<file path="config.mk">
export PLATFORM = sky130hd
export DESIGN_NAME = sop_tracker
export DESIGN_NICKNAME = d
export VERILOG_FILES = /design/src/rtl/sop_pkg.sv /design/src/rtl/sop_err_counter.sv /design/src/rtl/sop_tracker.sv
export SDC_FILE = /design/constraint.sdc
export NUM_CORES = 1
export LEC_CHECK = 0
export ABC_AREA = 1
export BUFFER_PORTS_ARGS = -buffer_cell sky130_fd_sc_hd__buf_4
export CAP_MARGIN = 10
export CORE_MARGIN = 4
export CORE_UTILIZATION = 61
export CTS_CLUSTER_SIZE = 12
export DETAILED_ROUTE_END_ITERATION = 12
export PLACE_DENSITY_LB_ADDON = 0.25
export SKIP_LAST_GASP = 1
export SLEW_MARGIN = 20
export SYNTH_ARGS = -nofsm -noshare
export SYNTH_HDL_FRONTEND = slang
export SYNTH_SLANG_ARGS = --single-unit
</file>
<file path="constraint.sdc">
create_clock -name clk_line -period 5.2 [get_ports clk_line]
set_clock_uncertainty 0.15 [all_clocks]
set_input_delay 1.04 -clock clk_line [delete_from_list [all_inputs] [get_ports clk_line]]
set_output_delay 1.04 -clock clk_line [all_outputs]
set_load 0.005 [all_outputs]
</file>
<file path="src/rtl/sop_pkg.sv">
// Shared types and defaults for the SOP receive tracker.
package sop_pkg;

   typedef enum logic [1:0] {
      HUNT,
      VERIFY,
      LOCKED,
      FLYWHEEL
   } sop_state_t;

   localparam int SOP_PERIOD_DEFAULT = 256;

endpackage

</file>
<file path="src/rtl/sop_err_counter.sv">
// Saturating error counter; a clear wins over the old value but still counts a same-cycle error.
module sop_err_counter #(
   parameter int ERR_W = 16
) (
   input  logic             clk,
   input  logic             rst_n,
   input  logic             clr,
   input  logic             inc,
   output logic [ERR_W-1:0] cnt
);

   always_ff @(posedge clk or negedge rst_n) begin
      if (!rst_n) begin
         cnt <= '0;
      end else if (clr) begin
         cnt <= {{(ERR_W-1){1'b0}}, inc};
      end else if (inc && (cnt != {ERR_W{1'b1}})) begin
         cnt <= cnt + ERR_W'(1);
      end
   end

endmodule

</file>
<file path="src/rtl/sop_tracker.sv">
// Qualifies the periodic SOP strobe, locks a phase counter to it and flywheels through isolated misses.
module sop_tracker
   import sop_pkg::*;
#(
   parameter int PERIOD   = SOP_PERIOD_DEFAULT,
   parameter int CNT_W    = $clog2(PERIOD),
   parameter int LOCK_CNT = 3,
   parameter int LOSS_CNT = 2,
   parameter int ERR_W    = 16
) (
   input  logic             clk_line,
   input  logic             rst_n,
   input  logic             plain_in_start_of_processing,
   input  logic             err_cnt_clr,
   output logic             locked,
   output logic [CNT_W-1:0] phase_out,
   output logic             sop_aligned,
   output logic             sop_error,
   output logic [ERR_W-1:0] err_cnt
);

   localparam int GOOD_W = $clog2(LOCK_CNT + 1);
   localparam int MISS_W = $clog2(LOSS_CNT + 1);
   localparam logic [CNT_W-1:0] PH_LAST = CNT_W'(PERIOD - 1);

   sop_state_t        state;
   logic [CNT_W-1:0]  ph;
   logic [CNT_W-1:0]  ph_next;
   logic [GOOD_W-1:0] good;
   logic [MISS_W-1:0] miss;
   logic              sop_in;
   logic              on_time;
   logic              err_event;

   assign sop_in  = plain_in_start_of_processing;
   assign on_time = (ph == '0);
   assign ph_next = (ph == PH_LAST) ? '0 : ph + CNT_W'(1);

   // Outside HUNT, any disagreement between the strobe and the expected slot is an error.
   assign err_event = (state != HUNT) && (sop_in ^ on_time);

   always_ff @(posedge clk_line or negedge rst_n) begin
      if (!rst_n) begin
         state     <= HUNT;
         ph        <= '0;
         good      <= '0;
         miss      <= '0;
         sop_error <= 1'b0;
      end else begin
         sop_error <= err_event;
         ph        <= ph_next;
         case (state)
            HUNT: begin
               if (sop_in) begin
                  ph    <= CNT_W'(1);
                  good  <= GOOD_W'(1);
                  miss  <= '0;
                  state <= (LOCK_CNT == 1) ? LOCKED : VERIFY;
               end
            end
            VERIFY: begin
               if (sop_in && on_time) begin
                  good <= good + GOOD_W'(1);
                  if (good == GOOD_W'(LOCK_CNT - 1)) begin
                     miss  <= '0;
                     state <= LOCKED;
                  end
               end else if (sop_in) begin
                  ph   <= CNT_W'(1);
                  good <= GOOD_W'(1);
               end else if (on_time) begin
                  good  <= '0;
                  state <= HUNT;
               end
            end
            LOCKED: begin
               // Spurious pulses are flagged but never re-align a locked phase.
               if (on_time && !sop_in) begin
                  miss  <= MISS_W'(1);
                  state <= (LOSS_CNT == 1) ? HUNT : FLYWHEEL;
               end
            end
            FLYWHEEL: begin
               if (on_time && sop_in) begin
                  miss  <= '0;
                  state <= LOCKED;
               end else if (on_time) begin
                  miss <= miss + MISS_W'(1);
                  if (miss == MISS_W'(LOSS_CNT - 1)) begin
                     state <= HUNT;
                  end
               end
            end
            default: state <= HUNT;
         endcase
      end
   end

   assign locked      = (state == LOCKED) || (state == FLYWHEEL);
   assign phase_out   = locked ? ph : '0;
   assign sop_aligned = locked && on_time;

   sop_err_counter #(
      .ERR_W(ERR_W)
   ) u_err_counter (
      .clk  (clk_line),
      .rst_n(rst_n),
      .clr  (err_cnt_clr),
      .inc  (err_event),
      .cnt  (err_cnt)
   );

endmodule
</file>
==> metrics <==
Mapped Avg Cell Area 7.14 um2; worst-margin pin slew around 0.43 ns; core area 3130 um2; Finish-stage setup viols 0; warnings from Yosys 0; Seq cells post-synth 31; grt met3 use under 10%; Clk Tree Root Cell clkbuf_4; Setup CP Type reg2out; Filler Cell Count between 200 and 300; Hold Path Class reg2reg; final hold viol count 0; Internal 0.000465 W; Worst R2R End u_err_counter.cnt[14]; Sequential Power Share approximately two fifths; crit path capture type output port; outcome finished clean; switching share of power about two fifths; die height between 60 and 70 um; layout cells sized above 1 15.4%; Clock transition at path regs approximately 0.090 ns; met1 Use GR between 30 and 40%; via count 1908; antenna-violating nets left 0; Max-slew headroom a little under three quarters; Switch Pwr approximately 0.00032 W; unrepaired setup endpoints after global routing no; sequential area share after synthesis 38.1%; Port Buf Inserts 30; Cell Chain, Critical Path inv_1, ha_1, nand2_1, nor2_1, nand2_1, nor2_1, buf_4; area occupied by multi-input gates between 1000 and 1500 um2; antenna cells 0; FF+latch area between 700 and 800 um2; R2R setup slack between 2 and 3 ns; first-pass GRT wire length roughly 7800 um; CTS hold repair buffers 0; clock share of power between 20% and 30%; vias per inst 5.27; Critical Path End sop_aligned; Syn Inst Count 285; max cap viols 0; Tot GR Track Use between 20% and 30%; combinational share of power between 30% and 40%; Pins Over Slew Limit 0; number of core rows 20; Peak VDD IR between 0.2 and 0.3 mV; period utilization a little over half; Starting Density 65.1%; Post-Syn Nets 299; Tmin final between 2 and 3 ns; nets roughly 330; R2R depth 13; post-CTS setup repair buffer count 0; WL per Instance ~12 um; setup TNS 0 ns; hpwl dp 3300 um; CP max stage delay approximately 0.42 ns; Post-Syn Area 2040 um2; Lkg Pwr 1.27 nW; I/O pin count 31; worst hold slack roughly 0.36 ns; kind of start point of the critical path register; reg2reg start ph[0]; GPL Wtd Cong 0.877; Power Dens Cells about 330 nW/um2; CTS tree built; Required @ worst endpoint 4.01 ns; Max Freq 361 MHz; clk sinks 31; synth unique cells 28; Iteration-0 DRC Markers 168; depth of the CTS H-tree 2; total die area between 4000 and 5000 um2; met2 Use GR approximately 37%; initial antenna violation count 0; Area growth syn-to-layout 15.7%; post-cts resize count 0; GRT busiest layer met2; clk buf depth 2; DR pass1 iterations 4; Setup crit start ph[0]; Die X between 60 and 70 um; Slowest-stage cell, CP dfrtp_1; worst path arrival time 1.58 ns; drt total wl around 4400 um; largest net degree at the start of global routing 32; CP max FO 6; grt total ovfl 0; vias in the first global route between 1500 and 2000; DR DRC count 0; CTS buffer count 5; clock latency on the worst-skew pair roughly 0.34 ns; final core utilization about 75%
-- synth_stat cells, drive strengths merged --
master | count | area share [%]
o211ai | 1 | 0.37
ha | 10 | 6.1
nor3 | 3 | 0.74
xor2 | 9 | 3.9
nand3b | 1 | 0.37
clkbuf | 2 | 0.37
nand4 | 14 | 4.3
or2 | 1 | 0.31
inv | 37 | 6.8
o21bai | 5 | 1.8
a21oi | 4 | 0.98
nand3 | 13 | 3.4
o2111ai | 1 | 0.43
buf | 3 | 1.0
o21ai | 7 | 1.7
nor2 | 43 | 10
a21boi | 2 | 0.74
dfrtp | 31 | 38
nand2 | 98 | 18
-- cell families (layout without fill, tap and decap cells) --
logic type | after synthesis | after routing | synth area share [%]
fa+ha+maj | 10 | 10 | 6.15
buf+inv | 42 | 75 | 8.24
compound gates | 20 | 20 | 6.09
xor+xnor | 9 | 9 | 3.87
flops | 31 | 31 | 38.1
simple gates | 173 | 173 | 37.6
-- per-layer routing --
layer / vias up / wire length, um
met5: - / 0
met4: 0 / 82
met3: 7 / 252
met2: 65 / 2030
met1: 877 / 2050
li1: 959 / -
-- metrics by stage --
step | total power (W) | setup slack (ns) | area (um2) | std cells
2_1_floorplan | 0.000535 | 2.85 | 2040 | 285
3_3_place_gp | 0.000606 | 2.63 | 2290 | 354
3_5_place_dp | 0.000618 | 2.56 | 2290 | 354
4_1_cts | 0.000783 | 2.41 | 2360 | 362
5_1_grt | 0.000846 | 2.25 | 2360 | 362
6_report | 0.000780 | 2.43 | 2360 | 362
-- worst min-delay path by stage --
stage          depth (start not counted)     from  slack (ns)      end
2_1_floorplan                          2  good[0]        0.30  good[0]
3_3_place_gp                           2  good[0]        0.32  good[0]
3_5_place_dp                           2  good[0]        0.33  good[0]
4_1_cts                                2  good[0]        0.36  good[0]
5_1_grt                                2  good[0]        0.39  good[0]
6_report                               2  good[0]        0.36  good[0]
-- power groups by stage --
stage	combinational, W	clock [W]	sequential [W]
final	0.000298	0.000163	0.000319
after global routing	0.000342	0.000179	0.000325
after CTS	0.000298	0.000167	0.000318
after detailed placement	0.000295	0	0.000323
after global placement	0.000284	0	0.000322
after floorplan	0.000223	0	0.000312
-- cells in the final DEF (no fill, tap or decap) --
cell,instances
o21bai_1,5
nor3_1,3
o21ai_0,6
o2111ai_1,1
a21oi_1,4
nor2_2,2
o211ai_1,1
nor2_8,1
or2_2,1
ha_1,10
a21boi_1,1
nand3b_1,1
nand2_1,96
nor2_1,37
nand3_1,12
nand3_2,1
buf_4,30
inv_1,35
o21ai_1,1
xor2_1,9
nor2_4,3
clkbuf_4,5
clkbuf_1,1
a21boi_0,1
nand4_1,14
nand2_2,2
dfrtp_1,31
inv_2,2
clkbuf_8,2
-- flip-flops by register name (all words and copies together) (netlist names), named ones only --
signal / flops
u_err_counter.cnt: 16
ph: 8
good: 2
miss: 2
sop_error: 1
state: 1
-- critical path: cells and delay by family, from the launching register on --
family | cells | cell delay (ns)
adders and majority gates | 1 | 0.14
buffers and inverters | 2 | 0.20
DFF | 1 | 0.42
and+or+nand+nor | 4 | 0.48
-- area by class of cell --
cell class,instances,share of cell area (%)
tap,44,2.34
sequential,31,32.9
clock buffer,8,2.92
inverter,37,5.89
timing repair buffer,30,9.56
multi-input combinational,212,46.4
(Power assumes the default switching activity.)
